File: src/rtl/parking_slot_allocator.sv
// Entry/exit front end for a 16-slot car park: lowest-free allocation, timed entry gate, occupancy map.
// Optional: define PARKING_FULL_REJECT_EN to add the entry_rej output pulsed on requests against a full map.
module parking_slot_allocator #(
  parameter int unsigned GATE_CYCLES = 4
) (
  input  logic        clk,
  input  logic        rst,
  input  logic        entry_req,
  input  logic        exit_req,
  input  logic [3:0]  exit_slot,
  output logic        entry_ack,
  output logic [3:0]  entry_slot,
  output logic        gate_open,
  output logic [15:0] slots,
  output logic [4:0]  occupied_cnt,
  output logic        exit_err
`ifdef PARKING_FULL_REJECT_EN
  ,
  output logic        entry_rej
`endif
);

  typedef enum logic {IDLE, GATE} state_t;

  localparam logic [7:0] TIMER_INIT = 8'(GATE_CYCLES - 1);

  state_t      state, state_nxt;
  logic [7:0]  timer, timer_nxt;
  logic        ack_nxt;
  logic [3:0]  slot_nxt;
  logic        gate_nxt;
  logic        err_nxt;
  logic        rej_nxt;
  logic [15:0] exit_clr;
  logic [15:0] alloc_set;
  logic        alloc;
  logic        exit_ok;
  logic [15:0] slots_nxt;
  logic [4:0]  cnt_nxt;

  // Priority search: the last assignment wins, so scanning downward leaves the lowest free index.
  function automatic logic [3:0] lowest_free(input logic [15:0] map);
    logic [3:0] idx;
    idx = 4'd0;
    for (int i = 15; i >= 0; i--) begin
      if (!map[i]) idx = 4'(i);
    end
    return idx;
  endfunction

  always_comb begin
    state_nxt = state;
    timer_nxt = timer;
    ack_nxt   = 1'b0;
    slot_nxt  = entry_slot;
    gate_nxt  = gate_open;
    err_nxt   = 1'b0;
    rej_nxt   = 1'b0;
    exit_clr  = 16'h0000;
    alloc_set = 16'h0000;
    alloc     = 1'b0;
    exit_ok   = 1'b0;

    if (exit_req) begin
      if (slots[exit_slot]) begin
        exit_ok  = 1'b1;
        exit_clr = 16'(1) << exit_slot;
      end else begin
        err_nxt = 1'b1;
      end
    end

    case (state)
      IDLE: begin
        if (entry_req && slots != 16'hFFFF) begin
          alloc     = 1'b1;
          slot_nxt  = lowest_free(slots);
          alloc_set = 16'(1) << slot_nxt;
          ack_nxt   = 1'b1;
          gate_nxt  = 1'b1;
          timer_nxt = TIMER_INIT;
          state_nxt = GATE;
        end else if (entry_req) begin
          rej_nxt = 1'b1;
        end
      end
      GATE: begin
        if (timer == 8'd0) begin
          gate_nxt  = 1'b0;
          state_nxt = IDLE;
        end else begin
          timer_nxt = timer - 8'd1;
        end
      end
      default: state_nxt = IDLE;
    endcase

    // Exit clears use pre-edge slots, so a slot freed this cycle is never handed out this cycle.
    slots_nxt = (slots & ~exit_clr) | alloc_set;
    cnt_nxt   = occupied_cnt + {4'd0, alloc} - {4'd0, exit_ok};
  end

  always_ff @(posedge clk or posedge rst) begin
    if (rst) begin
      state        <= IDLE;
      timer        <= 8'd0;
      entry_ack    <= 1'b0;
      entry_slot   <= 4'd0;
      gate_open    <= 1'b0;
      slots        <= 16'h0000;
      occupied_cnt <= 5'd0;
      exit_err     <= 1'b0;
    end else begin
      state        <= state_nxt;
      timer        <= timer_nxt;
      entry_ack    <= ack_nxt;
      entry_slot   <= slot_nxt;
      gate_open    <= gate_nxt;
      slots        <= slots_nxt;
      occupied_cnt <= cnt_nxt;
      exit_err     <= err_nxt;
    end
  end

`ifdef PARKING_FULL_REJECT_EN
  always_ff @(posedge clk or posedge rst) begin
    if (rst) entry_rej <= 1'b0;
    else     entry_rej <= rej_nxt;
  end
`else
  logic unused_rej;
  assign unused_rej = rej_nxt;
`endif

endmodule

File: config.mk
export PLATFORM = sky130hd
export DESIGN_NAME = parking_slot_allocator
export DESIGN_NICKNAME = d
export VERILOG_FILES = /design/src/rtl/parking_slot_allocator.sv
export SDC_FILE = /design/constraint.sdc
export NUM_CORES = 1
export LEC_CHECK = 0
export CAP_MARGIN = 30
export CORE_ASPECT_RATIO = 0.75
export CORE_MARGIN = 4
export CORE_UTILIZATION = 47
export DETAILED_ROUTE_END_ITERATION = 16
export HOLD_SLACK_MARGIN = 0.15
export PLACE_DENSITY = 0.77
export SKIP_CTS_REPAIR_TIMING = 1
export SLEW_MARGIN = 0
export SYNTH_ARGS = -nofsm -noshare
export SYNTH_HDL_FRONTEND = slang
export SYNTH_SLANG_ARGS = --single-unit
export TNS_END_PERCENT = 50
File: constraint.sdc
create_clock -name clk -period 2.7 [get_ports clk]
set_clock_uncertainty 0.05 [all_clocks]
set_input_delay 0.54 -clock clk [delete_from_list [all_inputs] [get_ports clk]]
set_output_delay 0.54 -clock clk [all_outputs]
set_load 0.02 [all_outputs]
## Word level (Yosys, flattened, before mapping)

Cells that the tools add are included.

| cells by class | value |
|---|---|
| add/subtract/negate cells | 3 |
| $mul | 0 |
| div/mod/pow operators | 0 |
| $lt $le $gt $ge | 1 |
| equality and inequality tests | 4 |
| shift-type cells | 2 |
| mux-type cells | 38 |
| bitwise gates (word level) | 4 |
| reductions and logical operators | 5 |

Operator list:

| cell | number |
|---|---|
| $mux W4 | 18 |
| $mux W16 | 4 |
| $shl A1 B4 Y16 const A | 2 |
| $and A16 B16 Y16 | 1 |
| $mux W8 | 2 |
| $ne A16 B16 Y1 const B | 1 |
| $not A16 Y16 | 1 |
| $or A16 B16 Y16 | 1 |
| $pmux W8 S2 | 1 |
| $mux W1 | 10 |
| $logic_not A8 Y1 | 1 |
| $sub A8 B1 Y8 const B | 1 |
| $reduce_and A2 Y1 | 3 |
| $add A5 B1 Y5 | 1 |
| $lt A4 B5 Y1 const B | 1 |
| $sub A5 B1 Y5 | 1 |
| $bmux W1 S4 | 1 |
| $ne A2 B2 Y1 const B | 2 |
| $pmux W1 S2 | 2 |
| $ne A2 B1 Y1 const B | 1 |
| $logic_and A1 B1 Y1 | 1 |
| $not A1 Y1 | 1 |

| word-level totals | value |
|---|---|
| register bits after elaboration | 37 |
| latch bits | 0 |
| bits in writable memories | 0 |
| bits in read-only memories | 0 |
| input port bits | 8 |
| output and inout port bits | 28 |
| logic and storage cells | 65 |
| memories kept | 0 |

## Logic depth before layout (Yosys ltp)

Gate-level depths: netlist of the first run.

| depth | value |
|---|---|
| depth in word-level cells | 22 |
| gate-level depth with buffers | 15 |
| depth with buffers taken out | 14 |

## Worst setup path after synthesis of the first run

OpenSTA, ideal clock, no wires.

| path | value |
|---|---|
| kind | input -> register |
| from | input port exit_slot[0] |
| to | register occupied_cnt[4] |
| library setup time | 0.125 ns |
| arrival time | 2.897 ns |
| data required time | 2.525 ns |
| slack | -0.372 ns |
| cell stages on the path | 14 |
| buffers on the path | 1 |
| path through | buf_2 > mux4_2 > mux2_2 > o21ai_1 > nor2b_1 > ha_1 > inv_1 > ha_1 > inv_1 > fa_1 > inv_1 > a21o_1 > a21oi_1 > xnor2_1 |

| between the ends | value |
|---|---|
| cells in the longest elaborated chain, start to end | 5 |

RTL lines:

| element | RTL line | source |
|---|---|---|
| from (decl) | 10 | `input logic [3:0] exit_slot,` |
| $bmux W1 S4 | 65 | `if (slots[exit_slot]) begin` |
| $mux W1 (implied by the code) | 65 |  |
| $mux W1 | 65 |  |
| $mux W1 | 64 | `if (exit_req) begin` |
| $sub A5 B1 Y5 | 100 | `cnt_nxt = occupied_cnt + {4'd0, alloc} - {4'd0, exit_ok};` |
| net cnt_nxt[4] | 39 | `logic [4:0] cnt_nxt;` |
| to (signal assigned) | 120 | `occupied_cnt <= cnt_nxt;` |
| to (decl) | 15 | `output logic [4:0] occupied_cnt,` |

The timed path passes the listed nets, and every way through them passes these cells. The select of a mux whose other input is x is not followed.
A chain may end at the register's enable or synchronous reset.

## Final worst setup path of the first run

| path | value |
|---|---|
| from | register slots[6] |
| to | register occupied_cnt[4] |

| between the ends | value |
|---|---|
| cells in the longest elaborated chain, start to end | 6 |
| elaborated cells on any way between the ends | 10 |
| those cells by class | 2 x add/sub; 1 x eq/ne; 6 x mux; 1 x reduce/logical |

RTL lines:

| element | RTL line | source |
|---|---|---|
| from (decl) | 14 | `output logic [15:0] slots,` |
| from (signal assigned) | 119 | `slots <= slots_nxt;` |
| $ne A16 B16 Y1 | 75 | `if (entry_req && slots != 16'hFFFF) begin` |
| $logic_and A1 B1 Y1 | 75 |  |
| $mux W1 | 75 |  |
| $mux W1 | 73 | `case (state)` |
| $add A5 B1 Y5 | 100 |  |
| $sub A5 B1 Y5 * | 100 |  |
| net cnt_nxt[4] | 39 |  |

Mark *: on every way through the listed nets, which the timed path passes. The rest lies on a longest branch. The select of a mux whose other input is x is not followed.

==> flow_metrics.tcl, run 1 <==
set metrics [dict create \
    synth_edf_count 0 \
    use_met1 0.313 \
    violations "setup timing" \
    wire_per_inst_um 16.1 \
    chipHeight_um 65.4 \
    num_io_pins 36 \
    synth_cells 216 \
    overflow 0 \
    antenna_found_initial 0 \
    postRouteAntennaNets 0 \
    finalCritPeriodShare 1.01 \
    place_congestion 0.906 \
    total_power_mw 1.51 \
    core_area_sq_um 4150 \
    num_rows 20 \
    cp.required_ps 2810 \
    ir_worst_vdd_mv 0.505 \
    insertion_delay_ps 290 \
    cp-start-kind "register" \
    crit_buf_inv 3 \
    cts_buffers 5 \
    timing.rr.start "slots[6]" \
    hold_violations 0 \
    cts_tree "done" \
    cp.depth 13 \
    dieArea_sq_um 5530 \
    power.density_nw_per_um2 545 \
    viasPerCell 5.71 \
    wl_mm 5.42 \
    yosysSeqAreaShare 0.448 \
    grt_pass1_wl_mm 8.95 \
    grt_max_degree 38 \
    fin_nets 295 \
    place_inst 328 \
    drv_cap 0 \
    cpPeakStageDelay_ps 480 \
    busiest_layer "met1" \
    clkSinkCount 37 \
    cp_slowest_cell "mux4_2" \
    reg2reg_to "occupied_cnt[4]" \
    dr.first_iter.drc_count 246 \
    syn-num-nets 231 \
    rsz0062_at_grt "true" \
    total_leakage_power_nw 1.18 \
    cp_top_family "multiplexers" \
    grt_pass1_vias 1750 \
    report.final.slew_viol_count 0 \
    endpoint_kind "register" \
    drive_gt1_frac 0.181 \
    outcome "finished, violations left" \
    syn_avg_cell_area_sq_um 9.56 \
    crit_end "occupied_cnt[4]" \
    clockBufferDepth 2 \
    critPathKind "register to register" \
    worst_pin_slew_ps 472 \
    timing.hold.ws_ps 437 \
    reg2reg_slack_ps -40 \
    dr.pass1.iters 4 \
    cp_cell_sequence "mux4_2, mux2_4, o21ai_2, nor2b_1, ha_1, inv_2, ha_4, inv_2, fa_2, inv_1, a21o_1, a21oi_2, xnor2_1" \
    io_buffers 35 \
    path_common_cell "inv_2" \
    fp.dieW_um 84.6 \
    final.min_clock_period_ps 2740 \
    remaining_drc_errors 0 \
    finalSetupViolations 1 \
    mostFrequentLayoutCells "o21ai_0 (41), dfrtp_1 (37), clkdlybuf4s50_1 (32)" \
    cts-htree-levels 2 \
    setup_ws_ps -39.2 \
    max_freq_ghz 0.365 \
    slew_headroom 0.686 \
    hold_class "register to register" \
    worstSetupStartpoint "slots[6]" \
    synth_ff_type "dfrtp_1" \
    vias 1920 \
    cp.arrival_ps 2850 \
    antenna_cells 0 \
    synth_top_area_frac 0.448 \
    r2r_cells 13 \
    yosys.area.top_type "dfrtp_1" \
    start_util 0.497 \
    syn_area_sq_um 2070 \
    dp_hpwl_mm 4.19 \
    ys_async_sr_fraction 1.00 \
    synthTopCellsByArea "dfrtp_1 (45%), o21ai_0 (9.9%), ha_1 (3.6%)" \
    track_usage 0.209 \
    yosysWarningCount 0 \
    crit_fanout 2 \
    root_buffer "clkbuf_8" \
    met2_usage 0.307 \
    synth_seq_cells 37 \
    syn2layout_area_growth_pct 34.3 \
    ys_types 47 \
    clk_pin_slew_ps 70 \
    grtUsageMet3 0.0439 \
    instances_no_fill 336 \
    final_common_cell "o21ai_0" \
]
[cell type report]
type,instances,area (sq um)
Clock buffer,8,80.1
Fill cell,345,1380
Inverter,19,71.3
Multi-Input combinational cell,154,1060
Sequential cell,37,926
Tap cell,55,68.8
Timing Repair Buffer,63,567
[worst min path at each step]
stage | to | cells past startpoint | from
after global placement | entry_slot[1] | 2 | entry_slot[1]
after floorplan | timer[7] | 1 | timer[7]
after detailed placement | entry_slot[1] | 2 | entry_slot[1]
after CTS | timer[7] | 1 | timer[7]
after global routing | timer[7] | 1 | timer[7]
final | entry_slot[1] | 2 | entry_slot[1]
[cell families after synthesis]
kind of cell	after synthesis	synth area share
xor gates and xnor gates	7	0.0297
DFF	37	0.448
AOI/OAI and AO/OA	67	0.192
adders and majority gates	7	0.0460
buffers and inverters	25	0.0503
muxes	7	0.0630
and+or+nand+nor	66	0.171
[sequential cells by signal, summed over array words and instances, names as in the netlist]
name and flops:
slots 16, timer 8, occupied_cnt 5, entry_slot 4, entry_ack 1, exit_err 1, gate_open 1, state 1
[stage by stage]
stage / instance area (sq um) / setup TNS, ps / setup slack, ps / utilization
floorplan: 2090 / -295 / -216 / -
global placement: 2680 / -2880 / -804 / 0.644
global route: 2780 / -176 / -165 / 0.668
detailed placement: 2680 / -3250 / -887 / 0.644
CTS: 2760 / -1810 / -586 / 0.663
finish: 2780 / -39.2 / -39.2 / 0.668
[worst register-to-register path: cells and delay by family (launching register included)]
kind	cells	cell delay [ps]
adders and majority gates	3	740
DFF	1	410
AOI/OAI and AO/OA	3	330
buffers and inverters	3	170
and+or+nand+nor	1	60
xor gates and xnor gates	1	110
muxes	2	750
[metal layers]
layer  vias up  share of wire
met3         5          0.096
met4         0         0.0087
met1       912           0.47
met2       100           0.42
met5         -              0
li1        903              -
[synth_stat cells, drive strengths merged, types with 2 or more instances]
master	instances
ha	6
nand4	4
dfrtp	37
a21o	3
mux4	4
nor2b	4
nor3	6
a21oi	8
o21ai	44
mux2	2
buf	3
xnor2	7
inv	19
o31ai	3
nand2b	5
nor2	5
and3	2
nand2	21
and4	2
clkbuf	3
nand3	8
or3	4
[report_power, final]
group,internal (mW),switching [mW]
Clock,0.183,0.187
Sequential,0.607,0.0442
Combinational,0.253,0.239
Total,1.04,0.469
Power figures use the tool's default switching activity.
==> run 2: changes to the inputs <==
--- a/config.mk
+++ b/config.mk
@@ -10,8 +10,10 @@
 export CORE_MARGIN = 4
 export CORE_UTILIZATION = 47
 export DETAILED_ROUTE_END_ITERATION = 16
+export GPL_ROUTABILITY_DRIVEN = 0
 export HOLD_SLACK_MARGIN = 0.15
 export PLACE_DENSITY = 0.77
+export SETUP_SLACK_MARGIN = 0.4
 export SKIP_CTS_REPAIR_TIMING = 1
 export SLEW_MARGIN = 0
 export SYNTH_ARGS = -nofsm -noshare
==> flow_metrics.tcl, run 2 (same netlist as run 1, synthesis figures left out) <==
set metrics [dict create \
    setup_ws_ps -46.0 \
    top_register "slots" \
    dr.pass1.iters 5 \
    grt_pass1_wl_mm 9.04 \
    final_common_cell "o21ai_0" \
    num_io_pins 36 \
    fin_nets 294 \
    outcome "finished, violations left" \
    grt_pass1_vias 1856 \
    endpoint_kind "register" \
    rsz0062_at_grt "true" \
    dieArea_sq_um 5530 \
    postRouteAntennaNets 0 \
    insertion_delay_ps 290 \
    place_inst 326 \
    largest_reg_flops 16 \
    dp_hpwl_mm 4.27 \
    cp-start-kind "register" \
    cts_buffers 5 \
    cts-htree-levels 2 \
    max_freq_ghz 0.364 \
    cp.arrival_ps 2870 \
    dr.first_iter.drc_count 207 \
    clkSinkCount 37 \
    viasPerCell 5.79 \
    wl_mm 5.49 \
    syn2layout_area_growth_pct 34.9 \
    crit_end "occupied_cnt[4]" \
    reg2reg_slack_ps -50 \
    timing.rr.start "slots[7]" \
    critPathKind "register to register" \
    root_buffer "clkbuf_8" \
    instances_no_fill 335 \
    chipHeight_um 65.4 \
    r2r_cells 13 \
    track_usage 0.210 \
    slew_headroom 0.637 \
    grt_max_degree 38 \
    antenna_found_initial 0 \
    mostFrequentLayoutCells "o21ai_0 (41), dfrtp_1 (37), clkdlybuf4s50_1 (33)" \
    overflow 0 \
    clockBufferDepth 2 \
    antenna_cells 0 \
    cp.required_ps 2830 \
    worst_pin_slew_ps 544 \
    num_rows 20 \
    drv_cap 0 \
    cts_tree "done" \
    hold_violations 0 \
    hold_class "register to register" \
    dp_slack_ps -893 \
    clk_pin_slew_ps 80 \
    timing.hold.ws_ps 450 \
    io_buffers 35 \
    remaining_drc_errors 0 \
    wire_per_inst_um 16.4 \
    finalCritPeriodShare 1.02 \
    finalSetupViolations 1 \
    start_util 0.497 \
    worstHoldStart "entry_slot[1]" \
    total_leakage_power_nw 1.18 \
    violations "setup timing" \
    total_power_mw 1.62 \
    drive_gt1_frac 0.189 \
    core_area_sq_um 4150 \
    reg2reg_to "occupied_cnt[4]" \
    fill_cells 328 \
    ir_worst_vdd_mv 0.552 \
    power.density_nw_per_um2 582 \
    worstSetupStartpoint "slots[7]" \
    vias 1940 \
    reg_top3 "slots (16), timer (8), occupied_cnt (5)" \
    crit_fanout 2 \
    report.final.slew_viol_count 0 \
    fp.dieW_um 84.6 \
    final.min_clock_period_ps 2750 \
    tns_ps -46.0 \
]
run 2: cell count changes in the layout (fill, tap and decap cells not counted), sizes merged:
cell and change:
bufinv +1, clkdlybuf4s50 +1, clkinvlp +1, buf -1, clkbuf -2, dlymetal6s2s -1
run 2: per-layer routing:
layer | share of wire | up-vias | GRT usage
met5 | 0 | - | 0
li1 | - | 903 | -
met3 | 0.088 | 14 | 0.0464
met4 | 0.014 | 0 | 0.0672
met2 | 0.42 | 108 | 0.312
met1 | 0.47 | 915 | 0.307
run 2: layout make-up:
type	instances	area, sq um	share of cell area
multi-input combinational	154	1040	0.375
sequential	37	926	0.332
timing repair buffer	62	557	0.200
clock buffer	6	82.6	0.0296
inverter	19	71.3	0.0256
tap	55	68.8	0.0247
clock inverter	2	37.5	0.0135
run 2: worst max-delay path, stage by stage (launching register included):
cell	delay, ps
dfrtp_1	410
mux4_2	490
mux2_4	270
o21ai_2	120
nor2b_1	60
ha_1	260
inv_1	60
ha_2	180
inv_2	40
fa_2	340
inv_1	70
a21o_1	100
a21oi_1	70
xnor2_1	120
run 2: worst min-delay path by stage:
stage	endpoint	slack, ps	depth (start not counted)
after global routing	entry_slot[2]	490	1
after detailed placement	entry_slot[1]	440	2
after floorplan	timer[7]	400	1
after CTS	entry_slot[1]	460	2
final	entry_slot[1]	450	2
after global placement	entry_slot[1]	420	2
run 2: per-stage QoR:
stage	util	area (sq um)
finish	0.671	2790
global route	0.671	2790
CTS	0.669	2780
detailed placement	0.640	2660
global placement	0.640	2660
floorplan	-	2090
run 2: where the power goes:
group	internal [mW]	total [mW]	switching, mW
clock	0.300	0.496	0.196
sequential	0.607	0.646	0.0397
combinational	0.248	0.480	0.232
total	1.15	1.62	0.468
==> run 3: changes to the inputs <==
--- a/config.mk
+++ b/config.mk
@@ -11,6 +11,7 @@
 export CORE_UTILIZATION = 47
 export DETAILED_ROUTE_END_ITERATION = 16
 export GPL_ROUTABILITY_DRIVEN = 0
+export GPL_TIMING_DRIVEN = 0
 export HOLD_SLACK_MARGIN = 0.15
 export PLACE_DENSITY = 0.77
 export SETUP_SLACK_MARGIN = 0.4
==> flow_metrics.tcl, run 3 (same netlist as run 1, synthesis figures left out) <==
set metrics [dict create \
    outcome "finished, violations left" \
    violations "setup timing" \
    cpPeakStageDelay_ps 440 \
    track_usage 0.191 \
    setup_ws_ps -131 \
    cp.required_ps 2870 \
    overflow 0 \
    power_frac_comb 0.286 \
    ir_worst_vdd_mv 0.493 \
    r2r_cells 14 \
    dr.pass1.iters 5 \
    worst_pin_slew_ps 760 \
    finalCritPeriodShare 1.05 \
    endpoint_kind "register" \
    fp.dieW_um 84.6 \
    switching_share 0.280 \
    clockBufferDepth 2 \
    drive_gt1_frac 0.154 \
    internal_power_mw 1.22 \
    clkSinkCount 37 \
    cp-start-kind "register" \
    num_io_pins 36 \
    cts-htree-levels 2 \
    dr.first_iter.drc_count 261 \
    critPathKind "register to register" \
    cp_slowest_cell "mux4_2" \
    crit_fanout 3 \
    path_common_cell "inv_2" \
    viasPerCell 5.92 \
    wire_per_inst_um 16.8 \
    top_register "slots" \
    io_buffers 33 \
    hold_class "register to register" \
    rsz0062_at_grt "true" \
    grt_pass1_vias 1685 \
    total_leakage_power_nw 1.08 \
    insertion_delay_ps 290 \
    mostFrequentLayoutCells "o21ai_0 (41), dfrtp_1 (33), clkdlybuf4s50_1 (33)" \
    remaining_drc_errors 0 \
    slew_headroom 0.493 \
    p_seq_frac 0.383 \
    final_common_cell "o21ai_0" \
    max_freq_ghz 0.353 \
    reg_top3 "slots (16), timer (8), occupied_cnt (5)" \
    syn2layout_area_growth_pct 29.9 \
    cts_buffers 5 \
    start_util 0.497 \
    clkPwrFrac 0.331 \
    final.min_clock_period_ps 2830 \
    num_rows 20 \
    dp_slack_ps -476 \
    dieArea_sq_um 5530 \
    cp_cell_sequence "buf_6, mux4_2, mux2_4, o21ai_2, nor2b_1, ha_2, inv_2, ha_4, inv_2, fa_2, inv_1, a21o_1, a21oi_1, xnor2_1" \
    clk_pin_slew_ps 80 \
    drv_cap 0 \
    core_area_sq_um 4150 \
    largest_reg_flops 16 \
    wl_mm 5.29 \
    hold_violations 0 \
    hold_depth 1 \
    antenna_cells 0 \
    dp_hpwl_mm 3.75 \
    cp.arrival_ps 3000 \
    antenna_found_initial 0 \
    total_power_mw 1.70 \
    chipHeight_um 65.4 \
    grt_pass1_wl_mm 8.36 \
    cts_tree "done" \
    fin_nets 274 \
    root_buffer "clkbuf_8" \
    postRouteAntennaNets 0 \
    finalSetupViolations 1 \
    power.density_nw_per_um2 634 \
    p_sw_mw 0.476 \
    grt_max_degree 38 \
    report.final.slew_viol_count 0 \
    vias 1864 \
]
run 3: changes by cell type in the layout (fill, tap and decap cells not counted), moves of 2 or more:
cell     change
dfrtp_1      -4
buf_4       -24
dfrtp_2      +4
buf_6        +2
run 3: power groups by stage:
stage               Sequential, mW  Clock (mW)  Combinational [mW]
floorplan                    0.710           0               0.245
global placement             0.655           0               0.436
detailed placement           0.658           0               0.452
CTS                          0.647       0.570               0.458
global route                 0.657       0.597               0.523
finish                       0.651       0.563               0.487
run 3: final timing paths:
| path | startpoint | to | slack, ps |
|---|---|---|---|
| min | timer[7] | timer[7] | 450 |
| min reg2reg | timer[7] | timer[7] | 450 |
| max in group asynchronous | rst | slots[4] | 1410 |
| max reg2reg | slots[2] | occupied_cnt[4] | -130 |
| max | slots[2] | occupied_cnt[4] | -130 |
| min in group asynchronous | rst | occupied_cnt[4] | 650 |
run 3: worst max-delay path: cells and delay by family (launching register included):
family / cells / cell delay [ps]
muxes: 2 / 720
xor gates and xnor gates: 1 / 130
and+or+nand+nor: 1 / 80
DFF: 1 / 400
AOI/OAI and AO/OA: 3 / 440
buffers and inverters: 4 / 270
adders and majority gates: 3 / 670
run 3: per-layer routing:
layer  routed length, um  track usage
met5                   0            0
met4                  50       0.0613
met3                 485       0.0439
met2                2400        0.277
met1                2350        0.281
run 3: through the flow:
stage | cells | setup TNS (ps) | util | hold WS, ps | instance area, sq um
2_1_floorplan | 216 | -295 | - | 399 | 2090
3_3_place_gp | 304 | -917 | 0.599 | 417 | 2490
3_5_place_dp | 304 | -1200 | 0.599 | 441 | 2490
4_1_cts | 312 | -578 | 0.631 | 454 | 2620
5_1_grt | 315 | -327 | 0.646 | 495 | 2680
6_report | 315 | -131 | 0.646 | 447 | 2680
run 3: layout make-up:
class                           instances  area, sq um
Buffer                                  6         57.6
Clock buffer                            5         68.8
Clock inverter                          3         65.1
Fill cell                             350         1470
Inverter                               19         71.3
Multi-Input combinational cell        154         1070
Sequential cell                        37          931
Tap cell                               55         68.8
Timing Repair Buffer                   36          353
